==> config.mk <==
export PLATFORM = sky130hd
export DESIGN_NAME = pipeline_hazard_ctrl
export DESIGN_NICKNAME = d
export VERILOG_FILES = /design/src/rtl/pipeline_hazard_ctrl_pkg.sv /design/src/rtl/pipeline_hazard_ctrl_scoreboard.sv /design/src/rtl/pipeline_hazard_ctrl.sv
export SDC_FILE = /design/constraint.sdc
export NUM_CORES = 1
export LEC_CHECK = 0
export BUFFER_PORTS_ARGS = -buffer_cell sky130_fd_sc_hd__buf_2
export CORE_MARGIN = 2
export CORE_UTILIZATION = 45
export DETAILED_ROUTE_END_ITERATION = 10
export PLACE_DENSITY = 0.65
export SYNTH_ARGS = -nofsm -noshare
export SYNTH_HDL_FRONTEND = slang
export SYNTH_SLANG_ARGS = --single-unit
==> constraint.sdc <==
create_clock -name CLK -period 3 [get_ports CLK]
set_input_delay 0 -clock CLK [delete_from_list [all_inputs] [get_ports CLK]]
set_output_delay 0 -clock CLK [all_outputs]
set_load 0.02 [all_outputs]
==> src/rtl/pipeline_hazard_ctrl_pkg.sv <==
// pipeline_hazard_ctrl_pkg: shared types for the pipeline hazard controller
package pipeline_hazard_ctrl_pkg;

    // Widest register select an entry can hold; narrower selects are zero-extended.
    localparam int SB_REG_W = 8;

    typedef enum logic [1:0] {
        RUN      = 2'd0,
        MEM_WAIT = 2'd1,
        HALTED   = 2'd2
    } hz_state_t;

    typedef struct packed {
        logic                valid;
        logic [SB_REG_W-1:0] wsel;
        logic                regwrite;
        logic                load;
        logic                halt;
    } sb_entry_t;

    localparam sb_entry_t SB_BUBBLE = '0;

    // True when the entry will write register r; r0 is hard-wired and never produced.
    function automatic logic produces(sb_entry_t e, logic [SB_REG_W-1:0] r);
        return e.valid && e.regwrite && (e.wsel == r) && (r != '0);
    endfunction

endpackage

==> src/rtl/pipeline_hazard_ctrl_scoreboard.sv <==
// hazard_scoreboard: in-flight register-write tracker with load-use and forwarding comparators
module hazard_scoreboard
    import pipeline_hazard_ctrl_pkg::*;
#(
    parameter int NLATCH  = 4,
    parameter int REG_W   = 5,
    parameter int MEM_STG = 2,
    parameter int FWD_W   = $clog2(NLATCH)
) (
    input  logic              CLK,
    input  logic              nRST,
    input  logic [NLATCH-1:1] adv,
    input  logic [NLATCH-1:1] squash,
    input  logic [REG_W-1:0]  id_rs,
    input  logic [REG_W-1:0]  id_rt,
    input  logic              id_use_rs,
    input  logic              id_use_rt,
    input  logic [REG_W-1:0]  id_wsel,
    input  logic              id_regwrite,
    input  logic              id_load,
    input  logic              id_halt,
    output logic              load_use,
    output logic              mem_halt,
    output logic [FWD_W-1:0]  fwd_a,
    output logic [FWD_W-1:0]  fwd_b
);

    sb_entry_t           sb_q [1:NLATCH-1];
    sb_entry_t           sb_d [1:NLATCH-1];
    sb_entry_t           id_e;
    logic [SB_REG_W-1:0] ex_rs_q, ex_rs_d, ex_rt_q, ex_rt_d;
    logic [SB_REG_W-1:0] id_rs_w, id_rt_w;
    logic                early_fwd;

    assign id_rs_w = SB_REG_W'(id_rs);
    assign id_rt_w = SB_REG_W'(id_rt);
    assign id_e    = '{valid: 1'b1, wsel: SB_REG_W'(id_wsel), regwrite: id_regwrite,
                       load: id_load, halt: id_halt};

    // Latch 1 takes the ID instruction (or a bubble), older entries shift; a disabled latch holds.
    always_comb begin
        sb_d    = sb_q;
        ex_rs_d = ex_rs_q;
        ex_rt_d = ex_rt_q;
        if (adv[1]) begin
            sb_d[1] = squash[1] ? SB_BUBBLE : id_e;
            ex_rs_d = squash[1] ? '0 : id_rs_w;
            ex_rt_d = squash[1] ? '0 : id_rt_w;
        end
        for (int k = 2; k < NLATCH; k++)
            if (adv[k]) sb_d[k] = squash[k] ? SB_BUBBLE : sb_q[k-1];
    end

    // Scoreboard and EX source registers; reset empties every entry.
    always_ff @(posedge CLK or negedge nRST) begin
        if (!nRST) begin
            for (int k = 1; k < NLATCH; k++) sb_q[k] <= SB_BUBBLE;
            ex_rs_q <= '0;
            ex_rt_q <= '0;
        end else begin
            sb_q    <= sb_d;
            ex_rs_q <= ex_rs_d;
            ex_rt_q <= ex_rt_d;
        end
    end

    // A load sitting in EX whose result the ID instruction needs; halt reaching the memory stage.
    always_comb begin
        load_use = sb_q[1].load &&
                   ((id_use_rs && produces(sb_q[1], id_rs_w)) ||
                    (id_use_rt && produces(sb_q[1], id_rt_w)));
        mem_halt = sb_q[MEM_STG].valid && sb_q[MEM_STG].halt;
    end

    // Scan oldest to youngest so the youngest eligible producer overrides; loads forward only past MEM.
    always_comb begin
        fwd_a = '0;
        fwd_b = '0;
        for (int k = NLATCH - 1; k >= 2; k--) begin
            if (produces(sb_q[k], ex_rs_q) && !(sb_q[k].load && k <= MEM_STG)) fwd_a = FWD_W'(k);
            if (produces(sb_q[k], ex_rt_q) && !(sb_q[k].load && k <= MEM_STG)) fwd_b = FWD_W'(k);
        end
    end

    // Flags a selected source that is a load whose data has not been read from memory yet.
    always_comb begin
        early_fwd = 1'b0;
        for (int k = 1; k <= MEM_STG; k++)
            if (sb_q[k].load && (int'(fwd_a) == k || int'(fwd_b) == k)) early_fwd = 1'b1;
    end

    a_no_early_load_fwd: assert property (@(posedge CLK) disable iff (!nRST) !early_fwd);

endmodule

==> src/rtl/pipeline_hazard_ctrl.sv <==
// pipeline_hazard_ctrl: stall/flush/forward controller with run, memory-wait and halt states
module pipeline_hazard_ctrl
    import pipeline_hazard_ctrl_pkg::*;
#(
    parameter int NLATCH      = 4,
    parameter int REG_W       = 5,
    parameter int RESOLVE_STG = 2,
    parameter int MEM_STG     = 2,
    parameter int FWD_W       = $clog2(NLATCH)
) (
    input  logic              CLK,
    input  logic              nRST,
    input  logic              ihit,
    input  logic              dhit,
    input  logic [REG_W-1:0]  id_rs,
    input  logic [REG_W-1:0]  id_rt,
    input  logic              id_use_rs,
    input  logic              id_use_rt,
    input  logic [REG_W-1:0]  id_wsel,
    input  logic              id_regwrite,
    input  logic              id_load,
    input  logic              id_halt,
    input  logic              mem_ren,
    input  logic              mem_wen,
    input  logic              redirect,
    output logic              pc_en,
    output logic [NLATCH-1:0] lat_en,
    output logic [NLATCH-1:0] lat_flush,
    output logic [FWD_W-1:0]  fwd_a,
    output logic [FWD_W-1:0]  fwd_b,
    output logic              halt
);

    // Latches 0..RESOLVE_STG hold instructions younger than a resolved branch.
    localparam logic [NLATCH-1:0] REDIRECT_FLUSH = NLATCH'((1 << (RESOLVE_STG + 1)) - 1);

    hz_state_t state_q, state_d;
    logic      dwait, load_use, mem_halt;

    assign dwait = (mem_ren || mem_wen) && !dhit;

    hazard_scoreboard #(
        .NLATCH  (NLATCH),
        .REG_W   (REG_W),
        .MEM_STG (MEM_STG),
        .FWD_W   (FWD_W)
    ) u_sb (
        .CLK         (CLK),
        .nRST        (nRST),
        .adv         (lat_en[NLATCH-1:1]),
        .squash      (lat_flush[NLATCH-1:1]),
        .id_rs       (id_rs),
        .id_rt       (id_rt),
        .id_use_rs   (id_use_rs),
        .id_use_rt   (id_use_rt),
        .id_wsel     (id_wsel),
        .id_regwrite (id_regwrite),
        .id_load     (id_load),
        .id_halt     (id_halt),
        .load_use    (load_use),
        .mem_halt    (mem_halt),
        .fwd_a       (fwd_a),
        .fwd_b       (fwd_b)
    );

    // State register; reset always returns to RUN.
    always_ff @(posedge CLK or negedge nRST) begin
        if (!nRST) state_q <= RUN;
        else       state_q <= state_d;
    end

    // HALTED is terminal; otherwise a halt leaving the memory stage wins unless memory is still busy.
    always_comb begin
        state_d = state_q;
        if (state_q != HALTED)
            state_d = dwait ? MEM_WAIT : (mem_halt ? HALTED : RUN);
    end

    // Enables and flushes, first matching rule wins: halted, data wait, redirect, load-use, fetch miss.
    always_comb begin
        pc_en     = 1'b1;
        lat_en    = '1;
        lat_flush = '0;
        halt      = 1'b0;
        if (state_q == HALTED) begin
            pc_en  = 1'b0;
            lat_en = '0;
            halt   = 1'b1;
        end else if (dwait) begin
            pc_en  = 1'b0;
            lat_en = '0;
        end else if (redirect) begin
            lat_flush = REDIRECT_FLUSH;
        end else if (load_use) begin
            pc_en        = 1'b0;
            lat_en[0]    = 1'b0;
            lat_flush[1] = 1'b1;
        end else if (!ihit) begin
            pc_en        = 1'b0;
            lat_flush[0] = 1'b1;
        end
    end

endmodule

# ---- Word-level counts from Yosys, hierarchy flattened
# Index checks and enable logic that the tools add are counted.
dict set report totals {
  reg_bits 52
  latch_bits 0
  ramBits 0
  mem_bits_ro 0
  in_bits 27
  out_inout_bits 14
  word_cells 83
  mem_count 0
}
dict set report classes {
  add_sub_neg 0
  multipliers 0
  div 0
  magnitude_cmp 0
  n_eq_ne 8
  shifts 0
  mux 29
  bitwise 0
  n_reduce_logical 30
}
# op count
set ops {}
lappend ops {{12-bit 2-to-1 mux} 3}
lappend ops {{8-bit equality test} 4}
lappend ops {{8-bit nonzero test} 4}
lappend ops {{1-bit logical AND} 22}
lappend ops {{8-bit by 5-bit equality test with 1-bit output} 2}
lappend ops {{2-bit 2-to-1 mux} 7}
lappend ops {{1-bit 2-to-1 mux} 13}
lappend ops {{5-bit 2-to-1 mux} 2}
lappend ops {{4-bit 2-to-1 mux} 2}
lappend ops {{3-bit 2-to-1 mux} 2}
lappend ops {{2-bit equality test (second input constant)} 1}
lappend ops {{1-bit zero test} 2}
lappend ops {{1-bit logical OR} 2}
lappend ops {{2-bit inequality test (second input constant)} 1}

# ---- Depth between registers and ports, before layout
# Gate-level depths: netlist (run 1).
dict set report depth {
  word_depth 11
  depth_mapped 6
  ltp_nobuf 5
}

# ---- Modules after synthesis
# Synthesis (run 1) repeated with hierarchy kept, for this count alone.
dict set report unflattened {
  cells_unflattened 229
  hier_area_um2 2102.0
}
# mod instances cells_each area_each_um2 seq_area_each_um2
set by_module_without_submodules {}
lappend by_module_without_submodules {hazard_scoreboard 1 207 1904.3 875.8}
lappend by_module_without_submodules {pipeline_hazard_ctrl 1 22 197.7 50.0}

# ---- Worst setup path after synthesis (run 1)
# No wires, ideal clock.
dict set report synth_path {
  path_type {register to output}
  startpoint {register state_q[1]}
  endpoint {output port pc_en}
  arrival_ps 1705
  required_ps 3000
  setup_slack_ps 1295
  path_stages_with_launch 7
  n_path_buf 1
  cell_sequence {dfrtp_1 nor2b_1 nand2b_1 inv_2 buf_2 nand2_1 o21ai_0}
}
dict set report synth_between {
  elab_chain_len 2
}
# item line
set synth_rtl {}
lappend synth_rtl {{start, declared} pipeline_hazard_ctrl.sv:37} ;# hz_state_t state_q, state_d;
lappend synth_rtl {{start signal, assigned} pipeline_hazard_ctrl.sv:69} ;# else state_q <= state_d;
lappend synth_rtl {{2-bit equality test} pipeline_hazard_ctrl.sv:85} ;# if (state_q == HALTED) begin
lappend synth_rtl {{1-bit 2-to-1 mux} pipeline_hazard_ctrl.sv:85}
lappend synth_rtl {{end, declared} pipeline_hazard_ctrl.sv:26} ;# output logic pc_en,
# No other way between the ends.

# ---- Worst setup path after layout (run 1)
dict set report layout_path {
  startpoint {register state_q[1]}
  endpoint {output port lat_flush[0]}
}
dict set report layout_between {
  elab_chain_len 2
}
# item line
set layout_rtl {}
lappend layout_rtl {{2-bit equality test} pipeline_hazard_ctrl.sv:85}
lappend layout_rtl {{4-bit 2-to-1 mux} pipeline_hazard_ctrl.sv:85}
lappend layout_rtl {{end, declared} pipeline_hazard_ctrl.sv:28} ;# output logic [NLATCH-1:0] lat_flush,
# No other way between the ends.

==> results_dict.tcl, run 1 <==
set metrics [dict create \
    vdd_drop_max_mv 0.266 \
    synth_top_family_by_area "simple AND/OR/NAND/NOR gates" \
    layout_common_cells "84 x nand2_1, 39 x buf_2, 37 x dfrtp_1" \
    ys_ff_latch 37 \
    hold_class "primary input to register" \
    first_pass_iters 4 \
    ys_seq_area_share_pct 46.0 \
    wl_mm 4.43 \
    post-route-util_pct 57.6 \
    endpoint_kind "output pin" \
    gp_congestion 0.882 \
    synth_compound_area_share_pct 12.2 \
    synthMuxAreaShare_pct 0 \
    synth_warnings 0 \
    postSynthCellCount 230 \
    diodes 0 \
    cap_violations 0 \
    arrival_ns 1.99 \
    dpl.cell_count 311 \
    synth_area_leaders "dfrtp_1 46%, nand2_1 16%, xor2_1 7.8%, o21ai_2 4.4%, xnor2_1 4.4%" \
    finalSetupViolCount 0 \
    cp_max_fo 30 \
    final.min_clock_period_ns 1.99 \
    avgSynthCellArea_sq_um 8.74 \
    antenna_found_initial 0 \
    dieArea_sq_mm 0.00502 \
    clockBufferDepth 2 \
    yosys.area.top_type "dfrtp_1" \
    synthAdderAreaFrac_pct 0 \
    drc 0 \
    cts_tree "built" \
    place_ws_ns 1.26 \
    cts_root_buffer "clkbuf_8" \
    reg2reg_to "u_sb.ex_rt_q[0]" \
    dp_hpwl_mm 3.17 \
    start_util_pct 46.5 \
    mostFrequentLayoutCell "nand2_1" \
    power.leakage_nw 1.24 \
    grt_pass1_vias 1613 \
    wl_per_cell_um 13.2 \
    viasPerCell 4.96 \
    cts_made_buffers 5 \
    fp.coreArea_sq_mm 0.00432 \
    tightest_slew_ns 0.789 \
    grt_use_total_pct 19.5 \
    grt_pass1_wl_mm 7.65 \
    portBuffers 39 \
    die_h_um 70.8 \
    detail-route-antenna-nets 0 \
    worst_r2r_path_depth 5 \
    max_freq_mhz 503 \
    hold_viol 0 \
    synth-simple-area-share_pct 25.2 \
    drive_gt1_share_pct 22.5 \
    timing.hold.ws_ns 0.0202 \
    grt_setup_unrepaired "false" \
    period_share_pct 66.3 \
    skew_ns 0.00684 \
    grt_max_degree 38 \
    endpoint "lat_flush[0]" \
    die_x_um 70.8 \
    drv_slew 0 \
    layout_setup_ws_ns 1.01 \
    layout.nets 312 \
    drtIter0Drc 59 \
    synth.net_count 257 \
    critPathLaunchType "register" \
    num_vias 1673 \
    instances_no_fill 337 \
    fillers 405 \
    reg2reg_slack_ns 1.26 \
    rows 24 \
    clock_sinks 37 \
    worstSetupStartpoint "state_q[1]" \
    clk_latency_ns 0.29 \
    netlist_area_sq_mm 0.00201 \
    synth_top_area_share_pct 46.0 \
    clk_pin_slew_ns 0.07 \
    r2r_start "u_sb.sb_q[30]" \
    status "finished clean" \
    synth.distinct_cells 34 \
    syn2layout_area_growth_pct 23.8 \
    tns_ns 0 \
    path_class "register to output pin" \
    cts_resized 0 \
    io_pins 41 \
    critPathRequiredTime_ns 3.00 \
    synthXorXnorAreaFrac_pct 12.2 \
    max-slew-margin-rel_pct 47.4 \
    cellPowerDensity_mw_per_mm2 474 \
    global_route.overflow_total 0 \
    cts.htree.levels 2 \
]
==> state kept, by name, summed over array words and instances, names as in the netlist <==
signal and count:
state_q 2, u_sb.ex_rs_q 5, u_sb.ex_rt_q 5, u_sb.sb_q 25
==> power breakdown <==
part / switching [mW] / leakage [nW] / internal, mW
sequential: 0.0567 / 0.488 / 0.545
combinational: 0.130 / 0.704 / 0.104
clock: 0.162 / 0.0443 / 0.182
total: 0.349 / 1.24 / 0.831
==> area by class of cell <==
| class | instances | area [sq um] | share of cell area [%] |
|---|---|---|---|
| multi-input cells | 178 | 1000 | 40.2 |
| flip-flops and latches | 37 | 926 | 37.2 |
| repair buffers | 60 | 400 | 16.1 |
| clock buffers | 7 | 86.3 | 3.47 |
| well taps | 52 | 65.1 | 2.61 |
| inverters | 3 | 11.3 | 0.452 |
==> stage by stage <==
step                      total power, mW  cell area [sq um]
after CTS                            1.19               2490
after detailed placement            0.828               2210
after global routing                 1.26               2490
after floorplan                     0.754               2010
after global placement              0.823               2210
final                                1.18               2490
==> cells in the mapped netlist, drive strengths merged <==
master   count
nor3         3
nor4         8
nor2b        3
nand3b       1
dfrtp       37
buf          9
nand3        2
and2         1
nand2       84
o21bai       1
and3         1
a31o         1
o211ai       1
clkbuf       3
inv          3
a31oi        1
o21ai       29
xor2        18
o2111ai      1
conb         1
a21oi        1
nand4        4
nand2b       2
xnor2       10
o31ai        1
nor2         4
==> cells by family (layout without fill, tap and decap cells) <==
kind of cell,count (synthesis),in the layout
simple gates,113,113
xor+xnor,28,28
other cells,1,1
flops,37,37
buf+inv,15,70
compound gates,36,36
==> worst max-delay path, stage by stage (launching register included) <==
cell      delay, ns
dfrtp_1        0.36
nor2b_1        0.15
nand2b_1       0.16
buf_4          0.21
inv_2          0.38
nand2_1        0.16
o31ai_1        0.09
buf_2          0.20
==> how the worst min path moves through the flow <==
stage,start,end,slack [ns],cells past startpoint
4_1_cts,dhit,state_q[0],0.02,3
3_5_place_dp,nRST,u_sb.sb_q[2],0.13,1
3_3_place_gp,nRST,u_sb.sb_q[2],0.14,1
5_1_grt,dhit,state_q[0],0.04,3
2_1_floorplan,nRST,state_q[0],-0.30,0
6_report,mem_ren,state_q[0],0.02,3
==> what timing repair did <==
item | in CTS | in global routing
setup buffers | 0 | 0
endpoints found under the hold margin | 55 | 0
hold buffers | 19 | 0
==> metal layers <==
layer  vias up  share of wire (%)  track usage [%]
li1        867                  -                -
met1       757                 46             25.9
met2        39                 48             31.2
met3        10                3.6             4.84
met4         0                2.3             7.34
met5         -                  0                0
Power figures use the tool's default switching activity.
==> run 2: changes to the inputs <==
clock period = 1.9 ns   (was 3 ns; I/O delays follow)
==> results_dict.tcl, run 2 (same netlist as run 1, synthesis figures left out) <==
set metrics [dict create \
    layout.nets 314 \
    grt_max_degree 38 \
    endpoint "u_sb.sb_q[29]" \
    period_share_pct 93.6 \
    power.leakage_nw 1.26 \
    skew_ns 0.00639 \
    max_freq_mhz 562 \
    regMostFlops "u_sb.sb_q" \
    cellPowerDensity_mw_per_mm2 761 \
    mostFrequentLayoutCell "nand2_1" \
    die_h_um 70.8 \
    p_switching_mw 0.577 \
    cts_tree "built" \
    intPower_mw 1.35 \
    swShare_pct 29.9 \
    tns_ns 0 \
    diodes 0 \
    largest_reg_flops 25 \
    worst_r2r_path_depth 6 \
    clockPowerShare_pct 31.4 \
    finalSetupViolCount 0 \
    path_class "register to register" \
    portBuffers 39 \
    max-slew-margin-rel_pct 46.0 \
    dp_hpwl_mm 3.16 \
    tightest_slew_ns 0.811 \
    power_mw 1.93 \
    wl_mm 4.60 \
    cts_root_buffer "clkbuf_8" \
    num_vias 1690 \
    status "finished clean" \
    dpl.cell_count 311 \
    wl_per_cell_um 13.5 \
    drc 0 \
    drtIter0Drc 70 \
    post-route-util_pct 58.7 \
    clk_latency_ns 0.29 \
    grt_pass1_wl_mm 7.72 \
    antenna_found_initial 0 \
    clk_pin_slew_ns 0.07 \
    final.min_clock_period_ns 1.78 \
    fin_area_sq_mm 0.00254 \
    syn2layout_area_growth_pct 26.2 \
    layout_common_cells "83 x nand2_1, 39 x buf_2, 37 x dfrtp_1" \
    rows 24 \
    arrival_ns 1.95 \
    viasPerCell 4.97 \
    endpoint_kind "register" \
    clockBufferDepth 2 \
    drv_slew 0 \
    clock_sinks 37 \
    instances_no_fill 340 \
    io_pins 41 \
    reg2reg_to "u_sb.sb_q[29]" \
    die_x_um 70.8 \
    cp_max_fo 19 \
    critPathLaunchType "register" \
    hold_class "primary input to register" \
    fp.coreArea_sq_mm 0.00432 \
    largestRegisters "u_sb.sb_q: 25 flops, u_sb.ex_rs_q: 5 flops, u_sb.ex_rt_q: 5 flops" \
    grt_setup_unrepaired "true" \
    fillers 403 \
    detail-route-antenna-nets 0 \
    worstSetupStartpoint "u_sb.sb_q[35]" \
    global_route.overflow_total 0 \
    cts_made_buffers 5 \
    dieArea_sq_mm 0.00502 \
    critPathRequiredTime_ns 2.07 \
    hold_viol 0 \
    start_util_pct 46.5 \
    pwr-share-seq_pct 49.1 \
    reg2reg_slack_ns 0.12 \
    comb_power_share_pct 19.5 \
    cap_violations 0 \
    drive_gt1_share_pct 24.7 \
    first_pass_iters 4 \
    grt_use_total_pct 19.7 \
    gp_congestion 0.933 \
    place_area_sq_mm 0.00221 \
    r2r_start "u_sb.sb_q[35]" \
    vdd_drop_max_mv 0.525 \
    cts.htree.levels 2 \
    grt_pass1_vias 1624 \
]
==> run 2: power groups by stage <==
stage | combinational, mW | clock (mW) | sequential, mW
2_1_floorplan | 0.253 | 0 | 0.938
4_1_cts | 0.374 | 0.615 | 0.948
6_report | 0.376 | 0.606 | 0.948
5_1_grt | 0.423 | 0.655 | 0.959
3_5_place_dp | 0.344 | 0 | 0.964
3_3_place_gp | 0.340 | 0 | 0.962
==> run 2: per-layer routing <==
layer / track usage [%] / part of all wire [%]
met1: 26.6 / 46
met2: 31.6 / 49
met3: 2.99 / 3.3
met4: 8.81 / 1.8
met5: 0 / 0
==> run 2: how the worst min path moves through the flow <==
stage               startpoint  slack [ns]  cells past startpoint            to
floorplan                 nRST       -0.30                      0    state_q[0]
global placement          nRST        0.15                      1  u_sb.sb_q[2]
CTS                       dhit        0.02                      3    state_q[0]
global route              dhit        0.03                      3    state_q[0]
detailed placement        nRST        0.13                      1  u_sb.sb_q[2]
finish                    dhit        0.02                      3    state_q[0]
==> run 2: metrics by stage <==
| step | setup WS [ns] | hold slack, ns |
|---|---|---|
| global route | -0.0168 | 0.0289 |
| global placement | 0.210 | 0.145 |
| CTS | 0.0359 | 0.0247 |
| detailed placement | 0.202 | 0.133 |
| floorplan | 0.195 | -0.296 |
| finish | 0.121 | 0.0204 |
==> run 2: layout make-up <==
type	instances	area (sq um)	share of cell area (%)
Clock buffer	7	96.3	3.80
Clock inverter	1	5.00	0.197
Inverter	3	13.8	0.542
Multi-Input combinational cell	178	1020	40.0
Sequential cell	37	926	36.5
Tap cell	52	65.1	2.56
Timing Repair Buffer	62	415	16.4
==> run 2: timing repair <==
| action | in CTS | in global routing |
|---|---|---|
| endpoints found under the setup margin | 0 | 5 |
| gates resized for setup | 0 | 5 |
| setup buffers | 0 | 2 |
| hold buffers | 19 | 0 |
| hold endpoints to repair | 55 | 0 |
==> run 2: worst max-delay path, stage by stage, from the launching register on <==
cell and delay, ns:
dfrtp_1 0.42, nand3_1 0.17, nor4_2 0.32, o2111ai_2 0.18, buf_4 0.18, nand3_4 0.24, o21ai_1 0.13
==> run 3: changes to the inputs <==
CORE_ASPECT_RATIO = 0.9   (was default)
CORE_UTILIZATION = 30   (was 45)
PLACE_DENSITY = 0.46   (was 0.65)
==> results_dict.tcl, run 3 (same netlist as run 1, synthesis figures left out) <==
set metrics [dict create \
    status "finished clean" \
    largestRegisters "u_sb.sb_q: 25 flops, u_sb.ex_rs_q: 5 flops, u_sb.ex_rt_q: 5 flops" \
    fin_area_sq_mm 0.00256 \
    intPower_mw 1.29 \
    clockBufferDepth 2 \
    path_class "register to output pin" \
    p_switching_mw 0.577 \
    antenna_found_initial 0 \
    timing.hold.ws_ns 0.00827 \
    io_pins 41 \
    mostFrequentLayoutCell "nand2_1" \
    skew_ns 0.00509 \
    arrival_ns 1.82 \
    critPathLaunchType "register" \
    swShare_pct 30.9 \
    hold_viol 0 \
    grt_pass1_wl_mm 8.56 \
    max_freq_mhz 550 \
    grt_setup_unrepaired "true" \
    critPathRequiredTime_ns 1.90 \
    largest_reg_flops 25 \
    grt_max_degree 38 \
    dieArea_sq_mm 0.00737 \
    wl_mm 5.07 \
    hold_class "primary input to register" \
    clock_sinks 37 \
    first_pass_iters 5 \
    power.leakage_nw 1.24 \
    rows 28 \
    layout.nets 313 \
    cp_max_fo 4 \
    drv_slew 0 \
    tightest_slew_ns 0.856 \
    grt_pass1_vias 1656 \
    layout_common_cells "83 x nand2_1, 39 x buf_2, 37 x dfrtp_1" \
    endpoint_kind "output pin" \
    start_util_pct 30.9 \
    final.min_clock_period_ns 1.82 \
    comb_power_share_pct 21.0 \
    max-slew-margin-rel_pct 43.0 \
    diodes 0 \
    num_vias 1695 \
    viasPerCell 4.50 \
    fillers 675 \
    pwr-share-seq_pct 50.7 \
    grt_use_total_pct 14.8 \
    clk_pin_slew_ns 0.07 \
    regMostFlops "u_sb.sb_q" \
    drive_gt1_share_pct 24.4 \
    clk_latency_ns 0.29 \
    power_mw 1.87 \
    cap_violations 0 \
    cts_tree "built" \
    fp.coreArea_sq_mm 0.00652 \
    wl_per_cell_um 13.5 \
    period_share_pct 95.7 \
    portBuffers 39 \
    cellPowerDensity_mw_per_mm2 728 \
    cts_root_buffer "clkbuf_8" \
    cts.htree.levels 2 \
    die_x_um 90.3 \
    drc 0 \
    vdd_drop_max_mv 0.278 \
    cts_made_buffers 5 \
    die_h_um 81.7 \
    dp_hpwl_mm 3.62 \
    detail-route-antenna-nets 0 \
    post-route-util_pct 39.4 \
    clockPowerShare_pct 28.4 \
    global_route.overflow_total 0 \
    place_area_sq_mm 0.00228 \
    finalSetupViolCount 0 \
    drtIter0Drc 44 \
    syn2layout_area_growth_pct 27.6 \
    gp_congestion 0.750 \
]
[run 3: power by group through the flow]
stage	clock, mW	sequential, mW	combinational [mW]
after floorplan	0	0.938	0.253
after global placement	0	0.959	0.361
after detailed placement	0	0.961	0.363
after CTS	0.552	0.945	0.391
after global routing	0.583	0.958	0.441
final	0.530	0.945	0.391
[run 3: critical path, stage by stage (launching register included)]
cell	delay, ns
dfrtp_1	0.43
xor2_1	0.18
nor4_2	0.30
o211ai_2	0.19
a31oi_1	0.24
buf_2	0.20
[run 3: routing by layer]
layer	wire, um	global-route usage, %
met1	2580	21.5
met2	2290	22.7
met4	33	3.69
met5	0	0
met3	170	3.21
[run 3: worst paths after layout]
| kind | from | end | slack (ns) | depth (start not counted) |
|---|---|---|---|---|
| max | u_sb.sb_q[30] | lat_flush[1] | 0.08 | 5 |
| min | id_rt[2] | u_sb.ex_rt_q[2] | 0.008 | 3 |
| max reg2reg | u_sb.sb_q[29] | u_sb.ex_rt_q[2] | 0.13 | 6 |
| min reg2reg | u_sb.sb_q[13] | u_sb.sb_q[13] | 0.48 | 2 |
| max in group asynchronous | nRST | u_sb.ex_rs_q[2] | 0.99 | 2 |
| min in group asynchronous | nRST | u_sb.sb_q[5] | 0.37 | 2 |
[run 3: area by class of cell]
type,instances,area [sq um],area share [%]
Timing Repair Buffer,61,403,15.7
Multi-Input combinational cell,178,1030,40.1
Inverter,3,13.8,0.537
Tap cell,90,113,4.39
Sequential cell,37,926,36.1
Clock buffer,8,80.1,3.12
[run 3: metrics by stage]
step / instances / worst slack [ns] / setup TNS, ns
finish: 377 / 0.0820 / 0
global route: 377 / -0.0269 / -0.0367
CTS: 376 / 0.00909 / 0
detailed placement: 351 / 0.195 / 0
global placement: 351 / 0.240 / 0
floorplan: 230 / 0.195 / 0
[run 3: timing repair]
| action | CTS | global route |
|---|---|---|
| hold endpoints to repair | 53 | 0 |
| gates cloned | 0 | 0 |
| setup buffers | 0 | 1 |
| resized for setup | 1 | 5 |
| pin swaps | 0 | 3 |
| hold buffers | 17 | 0 |
| setup endpoints to repair | 1 | 4 |
